--- src/rtl/inst_fetch_buffer_if.sv ---
// Fetch-stage bundle: instruction-memory request/response, EX redirect and the decode handshake.
// master = the fetch buffer, slave = the surrounding pipeline and instruction memory.
interface inst_fetch_buffer_if;
    logic        imem_req_valid;
    logic        imem_req_ready;
    logic [63:0] imem_req_addr;
    logic        imem_resp_valid;
    logic [31:0] imem_resp_data;
    logic        redirect_valid;
    logic [63:0] redirect_pc;
    logic        if_valid;
    logic        if_ready;
    logic [31:0] if_inst;
    logic [63:0] if_pc;

    modport master (
        output imem_req_valid, imem_req_addr, if_valid, if_inst, if_pc,
        input  imem_req_ready, imem_resp_valid, imem_resp_data, redirect_valid, redirect_pc, if_ready
    );

    modport slave (
        input  imem_req_valid, imem_req_addr, if_valid, if_inst, if_pc,
        output imem_req_ready, imem_resp_valid, imem_resp_data, redirect_valid, redirect_pc, if_ready
    );
endinterface

--- src/rtl/inst_fetch_buffer.sv ---
// RV64 IF stage: owns the PC, issues in-order credit-limited fetches and queues returned words for decode.
// Optional performance counters are compiled in when IF_PERF_CNT_EN is defined.
module inst_fetch_buffer #(
    parameter logic [63:0] PC_RESET  = 64'h0,
    parameter int unsigned BUF_DEPTH = 2
) (
    input  logic                clk,
    input  logic                rst,
    inst_fetch_buffer_if.master bus
`ifdef IF_PERF_CNT_EN
    ,
    output logic [31:0]         perf_fetch_cnt,
    output logic [31:0]         perf_drop_cnt
`endif
);
    localparam int unsigned   AW      = $clog2(BUF_DEPTH);
    localparam int unsigned   CW      = AW + 1;
    localparam logic [31:0]   NOP     = 32'h0000_0013;
    localparam logic [CW-1:0] DEPTH_C = CW'(BUF_DEPTH);

    logic [63:0]   pc_q, pc_d;
    logic [63:0]   resp_pc_q, resp_pc_d;
    logic [AW-1:0] rd_ptr_q, rd_ptr_d;
    logic [AW-1:0] wr_ptr_q, wr_ptr_d;
    logic [CW-1:0] count_q, count_d;
    logic [CW-1:0] outstanding_q, outstanding_d;
    logic [CW-1:0] drop_q, drop_d;

    logic [31:0]   entry_inst [BUF_DEPTH];
    logic [63:0]   entry_pc   [BUF_DEPTH];

    logic          redirect;
    logic [63:0]   redirect_base;
    logic          credit_ok;
    logic          req_valid;
    logic          req_fire;
    logic          resp_take;
    logic          resp_discard;
    logic          push;
    logic          head_valid;
    logic          pop;
    logic          unused_redirect_lsbs;

    assign unused_redirect_lsbs = ^bus.redirect_pc[1:0];

    // Handshake decode. count + outstanding never exceeds BUF_DEPTH, so every
    // issued request is guaranteed a FIFO slot when its response returns.
    always_comb begin
        redirect      = bus.redirect_valid;
        redirect_base = {bus.redirect_pc[63:2], 2'b00};
        credit_ok     = ({1'b0, count_q} + {1'b0, outstanding_q}) < {1'b0, DEPTH_C};
        req_valid     = !rst && !redirect && credit_ok;
        req_fire      = req_valid && bus.imem_req_ready;
        resp_take     = bus.imem_resp_valid && (outstanding_q != '0);
        resp_discard  = resp_take && (redirect || (drop_q != '0));
        push          = resp_take && !resp_discard;
        head_valid    = (count_q != '0);
        pop           = head_valid && bus.if_ready && !redirect;
    end

    always_comb begin
        pc_d          = pc_q;
        resp_pc_d     = resp_pc_q;
        rd_ptr_d      = rd_ptr_q;
        wr_ptr_d      = wr_ptr_q;
        count_d       = count_q;
        drop_d        = drop_q;
        outstanding_d = outstanding_q + CW'(req_fire) - CW'(resp_take);

        if (redirect) begin
            // Everything still in flight after this cycle belongs to the old path.
            pc_d      = redirect_base;
            resp_pc_d = redirect_base;
            rd_ptr_d  = '0;
            wr_ptr_d  = '0;
            count_d   = '0;
            drop_d    = outstanding_d;
        end else begin
            if (req_fire) begin
                pc_d = pc_q + 64'd4;
            end
            if (push) begin
                wr_ptr_d  = wr_ptr_q + AW'(1);
                resp_pc_d = resp_pc_q + 64'd4;
            end
            if (resp_discard) begin
                drop_d = drop_q - CW'(1);
            end
            if (pop) begin
                rd_ptr_d = rd_ptr_q + AW'(1);
            end
            count_d = count_q + CW'(push) - CW'(pop);
        end
    end

    always_ff @(posedge clk or posedge rst) begin
        if (rst) begin
            pc_q          <= PC_RESET;
            resp_pc_q     <= PC_RESET;
            rd_ptr_q      <= '0;
            wr_ptr_q      <= '0;
            count_q       <= '0;
            outstanding_q <= '0;
            drop_q        <= '0;
        end else begin
            pc_q          <= pc_d;
            resp_pc_q     <= resp_pc_d;
            rd_ptr_q      <= rd_ptr_d;
            wr_ptr_q      <= wr_ptr_d;
            count_q       <= count_d;
            outstanding_q <= outstanding_d;
            drop_q        <= drop_d;
        end
    end

    // Payload storage needs no reset: an entry is only read while count says it holds data.
    generate
        for (genvar gi = 0; gi < BUF_DEPTH; gi++) begin : g_entry
            logic [31:0] inst_q;
            logic [63:0] pc_tag_q;

            always_ff @(posedge clk) begin
                if (push && (wr_ptr_q == AW'(gi))) begin
                    inst_q   <= bus.imem_resp_data;
                    pc_tag_q <= resp_pc_q;
                end
            end

            assign entry_inst[gi] = inst_q;
            assign entry_pc[gi]   = pc_tag_q;
        end
    endgenerate

    assign bus.imem_req_valid = req_valid;
    assign bus.imem_req_addr  = pc_q;
    assign bus.if_valid       = head_valid;
    assign bus.if_inst        = head_valid ? entry_inst[rd_ptr_q] : NOP;
    assign bus.if_pc          = head_valid ? entry_pc[rd_ptr_q] : 64'h0;

`ifdef IF_PERF_CNT_EN
    logic [31:0] perf_fetch_q, perf_fetch_d;
    logic [31:0] perf_drop_q, perf_drop_d;

    // Drops include the response discarded in the redirect cycle itself.
    always_comb begin
        perf_fetch_d = perf_fetch_q + 32'(pop);
        perf_drop_d  = perf_drop_q + 32'(resp_discard);
    end

    always_ff @(posedge clk or posedge rst) begin
        if (rst) begin
            perf_fetch_q <= '0;
            perf_drop_q  <= '0;
        end else begin
            perf_fetch_q <= perf_fetch_d;
            perf_drop_q  <= perf_drop_d;
        end
    end

    assign perf_fetch_cnt = perf_fetch_q;
    assign perf_drop_cnt  = perf_drop_q;
`endif
endmodule

--- src/flat_wrapper.sv ---
// flat-port wrapper written by rule: the top's interface ports become plain ports
module inst_fetch_buffer_flat 
#(
    parameter logic [63:0] PC_RESET  = 64'h0,
    parameter int unsigned BUF_DEPTH = 2
)
  (clk, rst, bus_imem_req_valid, bus_imem_req_addr, bus_if_valid, bus_if_inst, bus_if_pc, bus_imem_req_ready, bus_imem_resp_valid, bus_imem_resp_data, bus_redirect_valid, bus_redirect_pc, bus_if_ready);
  inst_fetch_buffer_if bus_i ();
  input  logic clk;
  input  logic rst;
  output wire logic [$bits(bus_i.imem_req_valid)-1:0] bus_imem_req_valid;
  output wire logic [$bits(bus_i.imem_req_addr)-1:0] bus_imem_req_addr;
  output wire logic [$bits(bus_i.if_valid)-1:0] bus_if_valid;
  output wire logic [$bits(bus_i.if_inst)-1:0] bus_if_inst;
  output wire logic [$bits(bus_i.if_pc)-1:0] bus_if_pc;
  input wire logic [$bits(bus_i.imem_req_ready)-1:0] bus_imem_req_ready;
  input wire logic [$bits(bus_i.imem_resp_valid)-1:0] bus_imem_resp_valid;
  input wire logic [$bits(bus_i.imem_resp_data)-1:0] bus_imem_resp_data;
  input wire logic [$bits(bus_i.redirect_valid)-1:0] bus_redirect_valid;
  input wire logic [$bits(bus_i.redirect_pc)-1:0] bus_redirect_pc;
  input wire logic [$bits(bus_i.if_ready)-1:0] bus_if_ready;
  assign bus_imem_req_valid = bus_i.imem_req_valid;
  assign bus_imem_req_addr = bus_i.imem_req_addr;
  assign bus_if_valid = bus_i.if_valid;
  assign bus_if_inst = bus_i.if_inst;
  assign bus_if_pc = bus_i.if_pc;
  assign bus_i.imem_req_ready = bus_imem_req_ready;
  assign bus_i.imem_resp_valid = bus_imem_resp_valid;
  assign bus_i.imem_resp_data = bus_imem_resp_data;
  assign bus_i.redirect_valid = bus_redirect_valid;
  assign bus_i.redirect_pc = bus_redirect_pc;
  assign bus_i.if_ready = bus_if_ready;
  inst_fetch_buffer #(.PC_RESET(PC_RESET), .BUF_DEPTH(BUF_DEPTH)) u_core (.clk(clk), .rst(rst), .bus(bus_i));
endmodule
--- config.mk ---
export PLATFORM = sky130hd
export DESIGN_NAME = inst_fetch_buffer_flat
export DESIGN_NICKNAME = d
export VERILOG_FILES = /design/src/rtl/inst_fetch_buffer_if.sv /design/src/rtl/inst_fetch_buffer.sv /design/src/flat_wrapper.sv
export SDC_FILE = /design/constraint.sdc
export NUM_CORES = 1
export LEC_CHECK = 0
export CORE_MARGIN = 2
export CORE_UTILIZATION = 30
export DETAILED_ROUTE_END_ITERATION = 7
export PLACE_DENSITY = 0.48
export SYNTH_ARGS = -nofsm -noshare
export SYNTH_HDL_FRONTEND = slang
export SYNTH_SLANG_ARGS = --single-unit
--- constraint.sdc ---
create_clock -name clk -period 19.9 [get_ports clk]
set_input_delay 3.98 -clock clk [delete_from_list [all_inputs] [get_ports clk]]
set_output_delay 3.98 -clock clk [all_outputs]
set_load 0.1 [all_outputs]
==> results.json <==
{
  "cts_tree": "done",
  "report.final.slew_viol_count": 0,
  "worstSetupPathType": "input pin to output pin",
  "antenna_found_initial": 2,
  "design.die.area_um2": 52500,
  "ios": 264,
  "cts_setup_buffers": 0,
  "fp.dieW_um": 229,
  "gp_routability_congestion": 0.887,
  "hold_viol": 0,
  "hold_buffers": 0,
  "root_buffer": "clkbuf_16",
  "clk_transition_reported_paths_ns": 0.06,
  "synth-simple-area-share": 0.194,
  "power_uw": 2420,
  "worstHoldStart": "u_core.resp_pc_q[49]",
  "grt_max_degree": 74,
  "yosys-top-cells-count": "edfxtp_1 (188), nor2_1 (174), dfrtp_1 (132)",
  "rows": 82,
  "synthTopCellsByArea": "edfxtp_1 (37%), dfrtp_1 (22%), mux2i_1 (6.5%)",
  "power_density_nw_per_um2": 123,
  "regToRegStartpoint": "u_core.count_q[0]",
  "cts.repair.resized": 0,
  "dpl.hpwl_mm": 34.0,
  "core_area_um2": 50100,
  "nets": 1701,
  "cts_made_buffers": 39,
  "ys.flop_type": "edfxtp_1",
  "synth-xor-area-share": 0.0282,
  "hold_end": "u_core.g_entry[0].pc_tag_q[49]",
  "drive_above_1_share": 0.0679,
  "wl_mm": 49.1,
  "synth_compound_area_frac": 0.0860,
  "vias": 12040,
  "post-place-ws_ns": 9.57,
  "synth_edf_count": 188,
  "crit_path_start_kind": "input pin",
  "cts_buffer_depth": 3,
  "r2r-end": "u_core.bus.imem_req_addr[63]",
  "clock-sinks": 320,
  "rrSetupSlack_ns": 16.27,
  "yosysTopAreaCell": "edfxtp_1",
  "firstDrtPassIters": 8,
  "grt_pass1_wl_mm": 73.8,
  "grt_pass1_vias": 11667,
  "stdcell_count": 2296,
  "outcome": "finished, final reports clean",
  "start_util": 0.304,
  "yosysSeqAreaShare": 0.588,
  "die_h_um": 229,
  "area_growth_pct": 29.9,
  "setup_ws_ns": 9.56,
  "clock_latency_ns": 0.55,
  "drc_errors": 0,
  "crit_required_ns": 15.92,
  "hold_path.class": "flip-flop to flip-flop",
  "fmax_mhz": 96.7,
  "synth_top_family_by_area": "simple AND/OR/NAND/NOR gates",
  "worstSetupEndpointType": "output pin",
  "worst_ir_drop_vdd_v": 0.0000594,
  "ys_warn_count": 0,
  "avgSynthCellArea_um2": 11.4,
  "skew_ns": 0.0140,
  "synthMuxAreaShare": 0.0733,
  "period_minus_slack_ns": 10.34,
  "drt_iter0_markers": 861,
  "syn_area_um2": 15200,
  "htreeDepth": 2,
  "hold_depth": 0,
  "synth.distinct_cells": 68,
  "rsz0062_at_grt": "false",
  "critPathMaxFanout": 4,
  "final_core_util": 0.395,
  "worst_r2r_path_depth": 9,
  "ys_seq_elements": 320,
  "async_reset_ff_frac": 0.413,
  "finalSetupViolCount": 0,
  "syn_inst": 1340,
  "cp.arrival_ns": 6.36,
  "grt_util_all_layers": 0.183,
  "ant_nets": 0,
  "port-buffer-count": 257,
  "p_leak_uw": 0.00669,
  "via_per_inst": 5.24,
  "post_drt_wl_per_cell_um": 21.4,
  "synth_adder_area_share": 0.00707,
  "tns_ns": 0,
  "synth_top_area_frac": 0.371,
  "maxCapViolations": 0,
  "post-route-period-util": 0.520,
  "placedCellCount": 2222,
  "grt-ovfl-total": 0,
  "synth_most_common_cell": "edfxtp_1",
  "tightest_slew_ns": 1.11,
  "slew_headroom": 0.255
}
==> worst max path at each step <==
stage	depth (start not counted)	startpoint	end	slack (ns)
after global placement	3	rst	bus_imem_req_valid	9.56
after global routing	3	rst	bus_imem_req_valid	9.54
after detailed placement	3	rst	bus_imem_req_valid	9.57
after CTS	3	rst	bus_imem_req_valid	9.58
after floorplan	4	bus_redirect_valid	u_core.g_entry[0].inst_q[0]	8.23
final	3	rst	bus_imem_req_valid	9.56
==> report_power, final <==
| part | leakage [µW] | internal [µW] | total (µW) | switching, µW |
|---|---|---|---|---|
| clock | 0.000609 | 416 | 695 | 279 |
| sequential | 0.00326 | 775 | 848 | 72.7 |
| combinational | 0.00282 | 212 | 881 | 669 |
==> state kept, by name, indices dropped and copies added, names as in the netlist <==
signal,count
u_core.outstanding_q,2
u_core.bus.imem_req_addr,62
u_core.count_q,2
u_core.rd_ptr_q,1
u_core.resp_pc_q,62
u_core.g_entry.inst_q,64
u_core.wr_ptr_q,1
u_core.drop_q,2
u_core.g_entry.pc_tag_q,124
==> metal layers <==
layer  routed length, µm  GRT usage  vias up
li1                    -          -     5572
met1               23400      0.263     5970
met2               21800      0.282      427
met3                2900     0.0360       71
met4                1040     0.0495        0
met5                   0          0        -
==> logic make-up (layout without fill, tap and decap cells) <==
logic type / count (synthesis) / count (layout)
xor gates and xnor gates: 49 / 49
adders and majority gates: 8 / 8
other: 1 / 7
muxes: 110 / 110
AOI/OAI and AO/OA: 193 / 193
buffers and inverters: 87 / 365
and+or+nand+nor: 572 / 572
DFF: 320 / 320
==> layout by cell type (no fill, tap or decap), drive strengths merged, types with 18 or more instances in the layout <==
cell,n
nor2,174
mux2i,99
and3,20
clkdlybuf4s50,256
xnor2,18
or4,19
clkbuf,54
o21ai,49
nand2,105
a21oi,21
edfxtp,188
nor4,31
xor2,31
nor3,26
a31oi,24
nand3,66
dfrtp,132
nand4,67
inv,21
o211ai,20
==> area by class of cell <==
type                            instances  area, µm²
Clock buffer                           54       1110
Timing Repair Buffer                  273       2690
Sequential cell                       320       8950
Multi-Input combinational cell        936       5940
Fill cell                            5019      30300
Antenna cell                            3       7.51
Clock inverter                         17        128
Inverter                               21       81.3
Tap cell                              672        841
==> metrics by stage <==
stage	hold WS [ns]	instance area (µm²)
floorplan	0.457	15200
finish	0.526	19800
detailed placement	0.512	18500
global placement	0.503	18500
global route	0.546	19800
CTS	0.525	19700
==> worst max-delay path: stages <==
cell,delay (ns)
clkdlybuf4s50_1,0.51
nor4_1,0.61
clkdlybuf4s50_1,1.26
Note: power is estimated with default switching activity, not from simulation.
